File: config.mk
export PLATFORM = sky130hd
export DESIGN_NAME = mem_bus_arbiter
export DESIGN_NICKNAME = d
export VERILOG_FILES = /design/src/rtl/mem_arb_pkg.sv /design/src/rtl/arb_watchdog.sv /design/src/rtl/mem_bus_arbiter.sv
export SDC_FILE = /design/constraint.sdc
export NUM_CORES = 1
export LEC_CHECK = 0
export ABC_AREA = 1
export CAP_MARGIN = 5
export CELL_PAD_IN_SITES_DETAIL_PLACEMENT = 0
export CELL_PAD_IN_SITES_GLOBAL_PLACEMENT = 1
export CORE_MARGIN = 4
export CORE_UTILIZATION = 28
export DETAILED_ROUTE_END_ITERATION = 10
export GPL_TIMING_DRIVEN = 0
export MAX_ROUTING_LAYER = met4
export PLACE_DENSITY_LB_ADDON = 0.3
export SKIP_LAST_GASP = 1
export SLEW_MARGIN = 25
export SYNTH_ARGS = -nofsm -noshare
export SYNTH_HDL_FRONTEND = slang
export SYNTH_HIERARCHICAL = 1
export SYNTH_SLANG_ARGS = --single-unit
export TNS_END_PERCENT = 1
File: constraint.sdc
create_clock -name clk -period 2.1 [get_ports clk]
set_input_delay 0.42 -clock clk [delete_from_list [all_inputs] [get_ports clk]]
set_output_delay 0.42 -clock clk [all_outputs]
set_load 0.01 [all_outputs]
File: src/rtl/mem_arb_pkg.sv
// rtl/mem_arb_pkg.sv - shared types and constants for the memory bus arbiter
//
// Purpose: FSM state encoding, bus-owner encoding and grant vector constants
//          used by mem_bus_arbiter.
// Ports:   none (package).
package mem_arb_pkg;

  typedef enum logic [1:0] {
    ST_IDLE    = 2'd0,
    ST_BUSY    = 2'd1,
    ST_RELEASE = 2'd2
  } state_t;

  typedef enum logic {
    OWNER_I = 1'b0,
    OWNER_D = 1'b1
  } owner_t;

  localparam logic [1:0] GRANT_NONE = 2'b00;
  localparam logic [1:0] GRANT_I    = 2'b01;
  localparam logic [1:0] GRANT_D    = 2'b10;

endpackage

File: src/rtl/arb_watchdog.sv
// rtl/arb_watchdog.sv - clear/enable cycle counter with terminal flag
//
// Purpose: counts enabled cycles since the last clear and raises expired once
//          the count reaches TIMEOUT; the count then holds until cleared.
// Ports:
//   clk      in  posedge clock
//   rst      in  synchronous active-high reset
//   clear    in  restart count at zero
//   enable   in  advance count this cycle
//   expired  out count == TIMEOUT
module arb_watchdog #(
  parameter int TIMEOUT = 15
) (
  input  logic clk,
  input  logic rst,
  input  logic clear,
  input  logic enable,
  output logic expired
);

  localparam int CNT_W = $clog2(TIMEOUT + 1);

  logic [CNT_W-1:0] count;

  always_ff @(posedge clk) begin
    if (rst || clear) begin
      count <= '0;
    end else if (enable && !expired) begin
      count <= count + CNT_W'(1);
    end
  end

  assign expired = (count == CNT_W'(TIMEOUT));

endmodule

File: src/rtl/mem_bus_arbiter.sv
// rtl/mem_bus_arbiter.sv - two-master arbiter/sequencer for the ack-handshaked data RAM
//
// Purpose: shares the RAM between the fetch port (I) and the load/store port (D).
//          A granted request is latched and held on the RAM until mem_ack (or a
//          watchdog timeout), the result is returned with a one-cycle ready pulse,
//          then the bus is parked until the RAM drops ack.
// Ports:
//   clk, rst                        clock, synchronous active-high reset
//   i_req/i_addr                    fetch request and address
//   i_rdata/i_ready/i_stall         fetch data, completion pulse, stall
//   d_req/d_we/d_addr/d_wdata       load/store request
//   d_rdata/d_ready/d_stall         load data, completion pulse, stall
//   mem_cs/mem_we/mem_addr/mem_din  registered RAM command
//   mem_dout/mem_ack                RAM read data and done handshake
//   grant                           01=I, 10=D, 00=none
//   bus_err                         one-cycle pulse on timeout
module mem_bus_arbiter
  import mem_arb_pkg::*;
#(
  parameter int                ADDR_W    = 32,
  parameter int                DATA_W    = 32,
  parameter int                TIMEOUT   = 15,
  parameter logic [ADDR_W-1:0] PARK_ADDR = {ADDR_W{1'b1}}
) (
  input  logic              clk,
  input  logic              rst,
  input  logic              i_req,
  input  logic [ADDR_W-1:0] i_addr,
  output logic [DATA_W-1:0] i_rdata,
  output logic              i_ready,
  output logic              i_stall,
  input  logic              d_req,
  input  logic              d_we,
  input  logic [ADDR_W-1:0] d_addr,
  input  logic [DATA_W-1:0] d_wdata,
  output logic [DATA_W-1:0] d_rdata,
  output logic              d_ready,
  output logic              d_stall,
  output logic              mem_cs,
  output logic              mem_we,
  output logic [ADDR_W-1:0] mem_addr,
  output logic [DATA_W-1:0] mem_din,
  input  logic [DATA_W-1:0] mem_dout,
  input  logic              mem_ack,
  output logic [1:0]        grant,
  output logic              bus_err
);

  state_t state, state_nxt;
  owner_t owner, owner_nxt;
  owner_t last_owner, last_owner_nxt;
  owner_t pick;

  logic              mem_cs_nxt, mem_we_nxt;
  logic [ADDR_W-1:0] mem_addr_nxt;
  logic [DATA_W-1:0] mem_din_nxt;
  logic [DATA_W-1:0] i_rdata_nxt, d_rdata_nxt, rd_val;
  logic              i_ready_nxt, d_ready_nxt, bus_err_nxt;
  logic [1:0]        grant_nxt;
  logic              wd_clear, wd_enable, wd_expired;

  arb_watchdog #(.TIMEOUT(TIMEOUT)) u_watchdog (
    .clk     (clk),
    .rst     (rst),
    .clear   (wd_clear),
    .enable  (wd_enable),
    .expired (wd_expired)
  );

  assign i_stall = i_req & ~i_ready;
  assign d_stall = d_req & ~d_ready;

  // Round robin: on a tie the port that did not own the last acked transfer wins.
  always_comb begin
    pick = OWNER_I;
    if (i_req && d_req) begin
      pick = (last_owner == OWNER_I) ? OWNER_D : OWNER_I;
    end else if (d_req) begin
      pick = OWNER_D;
    end
  end

  always_comb begin
    state_nxt      = state;
    owner_nxt      = owner;
    last_owner_nxt = last_owner;
    mem_cs_nxt     = mem_cs;
    mem_we_nxt     = mem_we;
    mem_addr_nxt   = mem_addr;
    mem_din_nxt    = mem_din;
    grant_nxt      = grant;
    i_rdata_nxt    = i_rdata;
    d_rdata_nxt    = d_rdata;
    i_ready_nxt    = 1'b0;
    d_ready_nxt    = 1'b0;
    bus_err_nxt    = 1'b0;
    wd_clear       = 1'b0;
    wd_enable      = 1'b0;
    rd_val         = '0;

    unique case (state)
      ST_IDLE: begin
        mem_cs_nxt   = 1'b0;
        mem_we_nxt   = 1'b0;
        mem_addr_nxt = PARK_ADDR;
        grant_nxt    = GRANT_NONE;
        wd_clear     = 1'b1;
        // A stale ack from the previous transfer must never complete a new one.
        if ((i_req || d_req) && !mem_ack) begin
          owner_nxt  = pick;
          mem_cs_nxt = 1'b1;
          state_nxt  = ST_BUSY;
          if (pick == OWNER_D) begin
            mem_we_nxt   = d_we;
            mem_addr_nxt = d_addr;
            mem_din_nxt  = d_wdata;
            grant_nxt    = GRANT_D;
          end else begin
            mem_we_nxt   = 1'b0;
            mem_addr_nxt = i_addr;
            mem_din_nxt  = '0;
            grant_nxt    = GRANT_I;
          end
        end
      end

      ST_BUSY: begin
        wd_enable = 1'b1;
        // Ack takes priority over a timeout sampled in the same cycle.
        if (mem_ack || wd_expired) begin
          rd_val = (mem_ack && !mem_we) ? mem_dout : '0;
          if (owner == OWNER_I) begin
            i_ready_nxt = 1'b1;
            i_rdata_nxt = rd_val;
          end else begin
            d_ready_nxt = 1'b1;
            d_rdata_nxt = rd_val;
          end
          bus_err_nxt = !mem_ack;
          if (mem_ack) begin
            last_owner_nxt = owner;
          end
          mem_cs_nxt   = 1'b0;
          mem_we_nxt   = 1'b0;
          mem_addr_nxt = PARK_ADDR;
          grant_nxt    = GRANT_NONE;
          state_nxt    = ST_RELEASE;
        end
      end

      ST_RELEASE: begin
        if (!mem_ack) begin
          state_nxt = ST_IDLE;
        end
      end

      default: begin
        state_nxt = ST_IDLE;
      end
    endcase
  end

  always_ff @(posedge clk) begin
    if (rst) begin
      state      <= ST_IDLE;
      owner      <= OWNER_I;
      last_owner <= OWNER_I;
      mem_cs     <= 1'b0;
      mem_we     <= 1'b0;
      mem_addr   <= PARK_ADDR;
      mem_din    <= '0;
      grant      <= GRANT_NONE;
      i_rdata    <= '0;
      d_rdata    <= '0;
      i_ready    <= 1'b0;
      d_ready    <= 1'b0;
      bus_err    <= 1'b0;
    end else begin
      state      <= state_nxt;
      owner      <= owner_nxt;
      last_owner <= last_owner_nxt;
      mem_cs     <= mem_cs_nxt;
      mem_we     <= mem_we_nxt;
      mem_addr   <= mem_addr_nxt;
      mem_din    <= mem_din_nxt;
      grant      <= grant_nxt;
      i_rdata    <= i_rdata_nxt;
      d_rdata    <= d_rdata_nxt;
      i_ready    <= i_ready_nxt;
      d_ready    <= d_ready_nxt;
      bus_err    <= bus_err_nxt;
    end
  end

endmodule

[Word level (Yosys, flattened, before mapping)]
Index checks and enable logic that the tools add are counted.
Operators by class
  equality and inequality tests: 6
  bitwise operators: 7
  reduce and logical (&&, ||, !) cells: 19
  muxes and demuxes: 27
  $add $sub $neg: 1
Operator list (number)
  $mux 32: 5
  $pmux 32 s2: 1
  $mux 2: 6
  $reduce_and 3->1: 4
  $mux 1: 11
  $ne 2x2->1 const B: 3
  $pmux 2 s3: 1
  $not 1->1: 5
  $add 4x1->4 const B: 1
  $eq 4x4->1 const B: 1
  $logic_and 1x1->1: 4
  $pmux 1 s2: 2
  $pmux 2 s2: 1
  $reduce_and 2->1: 2
  $logic_not 1->1: 3
  $logic_or 1x1->1: 3
  $reduce_or 3->1: 1
  $and 1x1->1: 2
  $eq 2x1->1 const B: 1
  $eq 2x2->1 const B: 1
  $logic_not 2->1: 1
  $reduce_bool 2->1: 1
Storage, ports and cells
  bits of input ports: 134
  register bits after elaboration: 143
  output and inout port bits: 137
  logic and storage cells: 74

[Longest topological paths before layout]
Gate-level depths: netlist of run 1.
  depth in word-level cells: 5
  gate-level depth with buffers: 10
  gate-level depth less buffers: 9

[Modules after synthesis]
Netlist of run 1, hierarchy kept.
Modules (own cells, without submodules)
  mem_bus_arbiter: area each 5965.7 µm², cells each 884, instances 1, seq. area each 2782.7 µm²
  arb_watchdog: area each 200.2 µm², cells each 29, instances 1, seq. area each 80.1 µm²

[Worst setup path before layout of run 1]
Ideal clock, no wire load.
  path type: register to register
  start: register u_watchdog.count[0]
  end: register mem_addr[26]
  clock period less this slack: 1534 ps
  stages on the path, launching flop included: 11
  setup slack: 566 ps
  arrival: 1408 ps
  path buffers: 1
  cell sequence: dfxtp_1 ha_1 nand3_2 inv_1 inv_1 nand2_2 o21bai_4 buf_2 nand2_1 nand2_1 nand2_1
On the way
  longest elaborated chain between the ends: 4
RTL lines
  from (decl): line arb_watchdog.sv:23  | logic [CNT_W-1:0] count;
  from (signal assigned): line arb_watchdog.sv:29  | count <= count + CNT_W'(1);
  $eq 4x4->1: line arb_watchdog.sv:33  | assign expired = (count == CNT_W'(TIMEOUT));
  named net wd_expired: line mem_bus_arbiter.sv:60  | logic wd_clear, wd_enable, wd_expired;
  $logic_or 1x1->1: line mem_bus_arbiter.sv:130  | if (mem_ack || wd_expired) begin
  $ne 2x2->1 (no line)
  $reduce_and 2->1 (no line)
  to (signal assigned): line mem_bus_arbiter.sv:184  | mem_addr <= mem_addr_nxt;
  to (decl): line mem_bus_arbiter.sv:41  | output logic [ADDR_W-1:0] mem_addr,
The timed path passes the listed nets, and every way through them passes these cells.
A chain may end at the register's enable or synchronous reset.

[Worst setup path after layout of run 1]
  start: register u_watchdog.count[0]
  end: register d_rdata[17]
On the way
  longest elaborated chain between the ends: 3
RTL lines
  $eq 4x4->1: line arb_watchdog.sv:33
  named net wd_expired: line mem_bus_arbiter.sv:60
  $logic_or 1x1->1: line mem_bus_arbiter.sv:130
  $reduce_and 3->1 (no line)
  to (signal assigned): line mem_bus_arbiter.sv:188  | d_rdata <= d_rdata_nxt;
  to (decl): line mem_bus_arbiter.sv:36  | output logic [DATA_W-1:0] d_rdata,
The timed path passes the listed nets, and every way through them passes these cells.

==> results of run 1 <==
-- state kept, by name, summed over array words and instances (netlist names) --
register	flops
d_rdata	32
i_rdata	32
mem_addr	32
mem_din	32
u_watchdog/count	4
grant	2
state	2
bus_err	1
d_ready	1
i_ready	1
last_owner	1
mem_cs	1
mem_we	1
owner	1
-- critical path, stage by stage, from the launching register on --
cell and delay, ns:
dfxtp_1 0.38, ha_1 0.23, nand3_2 0.10, inv_1 0.06, inv_1 0.05, nand2_2 0.17
nand3_4 0.16, clkbuf_1 0.26, o21ai_0 0.34, nor2_1 0.06
-- metal layers --
metal	wire, µm	GRT usage
met4	263	0.0397
met5	0	-
met2	9850	0.287
met3	2040	0.0631
met1	9910	0.226
-- placed cells by master, fill, tap and decap left out, types with 6 or more instances in the layout --
cell,netlist,layout
buf_4,6,6
nor2_1,179,179
clkbuf_1,21,23
nand3_1,36,36
nand2_1,267,267
buf_6,6,6
a21oi_2,12,12
dfxtp_1,143,143
clkbuf_16,0,17
buf_2,19,19
clkdlybuf4s50_1,0,268
o21ai_0,54,54
a21oi_1,46,46
inv_1,104,103
-- cells by family (layout without fill, tap and decap cells) --
family,count (synthesis),after routing,share of synthesized area
compound gates,113,113,0.101
fa+ha+maj,1,1,0.00203
buf+inv,163,464,0.114
flops,143,143,0.464
simple gates,493,493,0.318
-- worst min path at each step --
stage | end | slack [ns] | depth (start not counted)
after floorplan | last_owner$_SDFFE_PP0P_ | 0.47 | 2
after global placement | grant[0]$_SDFFE_PP0P_ | 0.45 | 2
after detailed placement | grant[1]$_SDFFE_PP0P_ | 0.45 | 2
after CTS | grant[1]$_SDFFE_PP0P_ | 0.46 | 2
after global routing | mem_din[15]$_SDFFE_PP0P_ | 0.48 | 2
final | mem_din[29]$_SDFFE_PP0P_ | 0.46 | 2
-- per-stage QoR --
stage	setup WS, ns	total power [W]	setup TNS [ns]	std cells	instance area [µm²]
after floorplan	0.566	0.00340	0	913	6170
after global placement	-0.272	0.00401	-13.68	1463	9220
after detailed placement	-0.250	0.00401	-12.78	1463	9220
after CTS	-0.0452	0.00712	-0.0452	1494	9820
after global routing	-0.0118	0.00734	-0.0118	1494	9820
final	0.176	0.00702	0	1494	9820
-- cell type report --
cell class,count,area [µm²],area share
buffer,53,290,0.0296
clock buffer,21,460,0.0469
clock inverter,10,138,0.0140
inverter,110,415,0.0423
multi-input combinational,607,2600,0.265
sequential,143,2860,0.292
tap,280,350,0.0357
timing repair buffer,270,2700,0.275
-- timing repair --
action                     in CTS  in global routing
hold buffers                    0                  0
resized for setup               2                  1
setup endpoints to repair       2                  2
-- power by group --
group          switching, W  internal, W  leakage (nW)
Combinational      0.000524     0.000546          2.85
Sequential        0.0000549      0.00281          1.16
Clock               0.00116      0.00192         0.289
Total               0.00174      0.00528          4.30
==> flow_metrics.tcl, run 1 <==
set metrics [dict create \
    status "complete, no violations" \
    async_flop_share 0 \
    synth_edf_count 0 \
    drive_gt1_frac 0.0708 \
    grt_usage 0.182 \
    synth_common_cells "267 x nand2_1, 179 x nor2_1, 143 x dfxtp_1, 104 x inv_1, 54 x o21ai_0" \
    nets 1337 \
    synth_top_cell_by_area "dfxtp_1" \
    yosys_register_bits 143 \
    avgViaCountPerCell 4.26 \
    ctsLongestPathBuffers 2 \
    crit_fanout 10 \
    die_h_um 156 \
    r2r_start "u_watchdog/count[0]$_SDFFE_PP0P_" \
    rows 54 \
    power_density_nw_per_um2 715 \
    slew_headroom 0.540 \
    seq_area_frac_synth 0.464 \
    post_cts_buffers 0 \
    num_vias 6364 \
    dieArea_um2 24500 \
    ir_drop_v 0.000498 \
    gp_congestion 0.807 \
    clkTransAtPathRegs_ns 0.06 \
    antenna_found_initial 0 \
    hpwlAfterDp_mm 16.7 \
    drv_cap 0 \
    ant_nets 0 \
    fin_util 0.451 \
    worstSetupEndpointType "flop" \
    synth_cell_type_count 25 \
    synth.most_common_cell "nand2_1" \
    htreeDepth 4 \
    routed_wl_mm 22.1 \
    clockRootBuffer "clkbuf_16" \
    grt_max_degree 17 \
    fillerInstances 2336 \
    io_pins 271 \
    r2r_setup_slack_ns 0.18 \
    grt_pass1_wl_mm 33.8 \
    hold_viol_final 0 \
    initialDrtViolationCount 319 \
    netlist_instances 913 \
    crit_arrival_ns 2.22 \
    numCtsBuffers 17 \
    finClkSkew_ns 0.00806 \
    clock_latency_ns 0.41 \
    start_kind "flop" \
    portBuffers 270 \
    synthesis.nets 1048 \
    hold_class "flop to flop" \
    yosys-top-cells-area "dfxtp_1 46%, nand2_1 16%, nor2_1 11%" \
    drc 0 \
    drtPass1Iterations 4 \
    grt_pass1_vias 6054 \
    dieWidth_um 156 \
    maxSlewViolCount 0 \
    rsz0062_at_grt "true" \
    synth_top_area_share 0.464 \
    grt-ovfl-total 0 \
    post-route-min-period_ns 1.92 \
    clock_sinks 143 \
    avgRoutedWirePerCell_um 14.8 \
    core_area_um2 21800 \
    cts_tree "done" \
    setup_viol 0 \
    crit_end "d_rdata[17]$_SDFFE_PP0P_" \
    avgSynthCellArea_um2 6.75 \
    synth_area_um2 6170 \
    reg2reg_to "d_rdata[17]$_SDFFE_PP0P_" \
    crit_type "flop to flop" \
    worstMarginPinSlew_ns 0.690 \
    cp-startpoint "u_watchdog/count[0]$_SDFFE_PP0P_" \
    p_leak_nw 4.30 \
    synth_ff_type "dfxtp_1" \
    n_antenna_cell 0 \
    required_ns 2.40 \
    fin_crit_sh 0.916 \
    yosys_warnings 6 \
    ff2ff_path_depth 9 \
    syn_to_final_growth_pct 59.2 \
    max_freq_mhz 520 \
    worstHoldStart "mem_din[29]$_SDFFE_PP0P_" \
    start_util 0.283 \
    hold_slack_ns 0.462 \
]
Note: power is estimated with default switching activity, not from simulation.
==> run 2: changes to the inputs <==
--- a/config.mk
+++ b/config.mk
@@ -15,6 +15,7 @@
 export GPL_TIMING_DRIVEN = 0
 export MAX_ROUTING_LAYER = met4
 export PLACE_DENSITY_LB_ADDON = 0.3
+export SKIP_CTS_REPAIR_TIMING = 1
 export SKIP_LAST_GASP = 1
 export SLEW_MARGIN = 25
 export SYNTH_ARGS = -nofsm -noshare
==> run 2 against run 1 <==
The flow now finishes with violations (negative setup slack); register-to-register slack barely moved; power barely moved; flip-flop and latch count is the same; final cell count unchanged; setup slack worse by 0.22 ns.
==> flow_metrics.tcl, run 2 (synthesis results as in run 1) <==
set metrics [dict create \
    grt-ovfl-total 0 \
    crit_end "i_stall" \
    syn_to_final_growth_pct 59.3 \
    worst-path-buf-inv 3 \
    maxSlewViolCount 0 \
    crit_arrival_ns 1.73 \
    portBuffers 270 \
    finalWorstSetupSlack_ns -0.0468 \
    hold_slack_ns 0.462 \
    finClkSkew_ns 0.00805 \
    grt_pass1_vias 6053 \
    cp_top_family "buffers and inverters" \
    r2r_start "u_watchdog/count[0]$_SDFFE_PP0P_" \
    ant_nets 0 \
    die_h_um 156 \
    hpwlAfterDp_mm 16.7 \
    min_path_cells 2 \
    avgViaCountPerCell 4.26 \
    p_leak_nw 4.30 \
    start_util 0.283 \
    core_area_um2 21800 \
    cp_cell_sequence "clkdlybuf4s50_1 -> inv_1 -> nor2_1 -> clkdlybuf4s50_1" \
    antenna_found_initial 0 \
    dp_slack_ns -0.250 \
    gp_congestion 0.807 \
    cp-startpoint "i_req" \
    numCtsBuffers 17 \
    rows 54 \
    power_density_nw_per_um2 715 \
    grt_pass1_wl_mm 33.8 \
    rsz0062_at_grt "true" \
    ctsLongestPathBuffers 2 \
    clkTransAtPathRegs_ns 0.06 \
    cp_slowest_cell "clkdlybuf4s50_1" \
    slew_headroom 0.541 \
    nets 1337 \
    start_kind "input port" \
    ir_drop_v 0.000498 \
    violations "negative setup slack" \
    reg2reg_to "d_rdata[17]$_SDFFE_PP0P_" \
    drc 0 \
    drv_cap 0 \
    path_depth 4 \
    crit_fanout 5 \
    clock_sinks 143 \
    most-common-layout-cells "269 x clkdlybuf4s50_1, 267 x nand2_1, 179 x nor2_1" \
    required_ns 1.68 \
    hold_class "flop to flop" \
    routed_wl_mm 22.1 \
    crit_type "input port to primary output" \
    clock_latency_ns 0.41 \
    max_stage_delay_ns 0.62 \
    dp.cells 1463 \
    drtPass1Iterations 4 \
    dieArea_um2 24500 \
    cts_tree "done" \
    max_freq_mhz 466 \
    worstMarginPinSlew_ns 0.689 \
    dieWidth_um 156 \
    clockRootBuffer "clkbuf_16" \
    hold_viol_final 0 \
    post-route-min-period_ns 2.15 \
    setup_viol 1 \
    r2r_setup_slack_ns 0.18 \
    num_vias 6360 \
    fillerInstances 2335 \
    worstSetupEndpointType "primary output" \
    initialDrtViolationCount 282 \
    fin_crit_sh 1.02 \
    n_antenna_cell 0 \
    ff2ff_path_depth 9 \
    layout.cells.most_common "clkdlybuf4s50_1" \
    fin_cells 1494 \
    status "complete, but fails checks" \
    grt_usage 0.182 \
    drive_gt1_frac 0.0700 \
    cpMostUsedCell "clkdlybuf4s50_1" \
    avgRoutedWirePerCell_um 14.8 \
    io_pins 271 \
    grt_max_degree 17 \
    htreeDepth 4 \
]
==> run 2: worst reg2reg max path, stage by stage (launching register included) <==
cell	delay (ns)
dfxtp_1	0.38
ha_1	0.23
nand3_2	0.10
inv_1	0.06
inv_1	0.05
nand2_2	0.17
nand3_4	0.16
clkbuf_1	0.27
o21ai_0	0.34
nor2_1	0.07
==> run 2: final cells by class <==
type,instances,area (µm²),area share
sequential,143,2860,0.292
clock inverter,10,138,0.0140
inverter,110,415,0.0423
timing repair buffer,270,2710,0.275
tap,280,350,0.0357
clock buffer,21,460,0.0469
buffer,53,290,0.0296
multi-input combinational,607,2600,0.265
==> run 2: worst min-delay path by stage <==
stage / from / end
2_1_floorplan: last_owner$_SDFFE_PP0P_ / last_owner$_SDFFE_PP0P_
3_3_place_gp: grant[0]$_SDFFE_PP0P_ / grant[0]$_SDFFE_PP0P_
3_5_place_dp: grant[1]$_SDFFE_PP0P_ / grant[1]$_SDFFE_PP0P_
4_1_cts: grant[1]$_SDFFE_PP0P_ / grant[1]$_SDFFE_PP0P_
5_1_grt: mem_din[15]$_SDFFE_PP0P_ / mem_din[15]$_SDFFE_PP0P_
6_report: mem_din[29]$_SDFFE_PP0P_ / mem_din[29]$_SDFFE_PP0P_
==> run 2: power by group <==
group	internal, W	switching (W)	total [W]
Clock	0.00192	0.00116	0.00308
Sequential	0.00281	0.0000548	0.00287
Combinational	0.000546	0.000524	0.00107
==> run 2: routing by layer <==
layer / track usage / vias to the layer above / wire length [µm]
met2: 0.287 / 201 / 9850
li1: - / 3344 / -
met5: - / - / 0
met4: 0.0397 / 0 / 252
met3: 0.0631 / 20 / 1980
met1: 0.226 / 2795 / 10000
==> run 2: through the flow <==
step	setup TNS, ns	total power [W]	area (µm²)	utilization
2_1_floorplan	0	0.00340	6170	-
3_3_place_gp	-13.68	0.00401	9220	0.424
3_5_place_dp	-12.78	0.00401	9220	0.424
4_1_cts	-0.150	0.00712	9820	0.451
5_1_grt	-0.131	0.00734	9820	0.451
6_report	-0.0468	0.00702	9820	0.451
==> run 3: changes to the inputs <==
--- a/config.mk
+++ b/config.mk
@@ -11,6 +11,7 @@
 export CELL_PAD_IN_SITES_GLOBAL_PLACEMENT = 1
 export CORE_MARGIN = 4
 export CORE_UTILIZATION = 28
+export CTS_CLUSTER_DIAMETER = 120
 export DETAILED_ROUTE_END_ITERATION = 10
 export GPL_TIMING_DRIVEN = 0
 export MAX_ROUTING_LAYER = met4
==> results of run 3 <==
The final DEF is identical to that of run 2; final timing and power are the same.
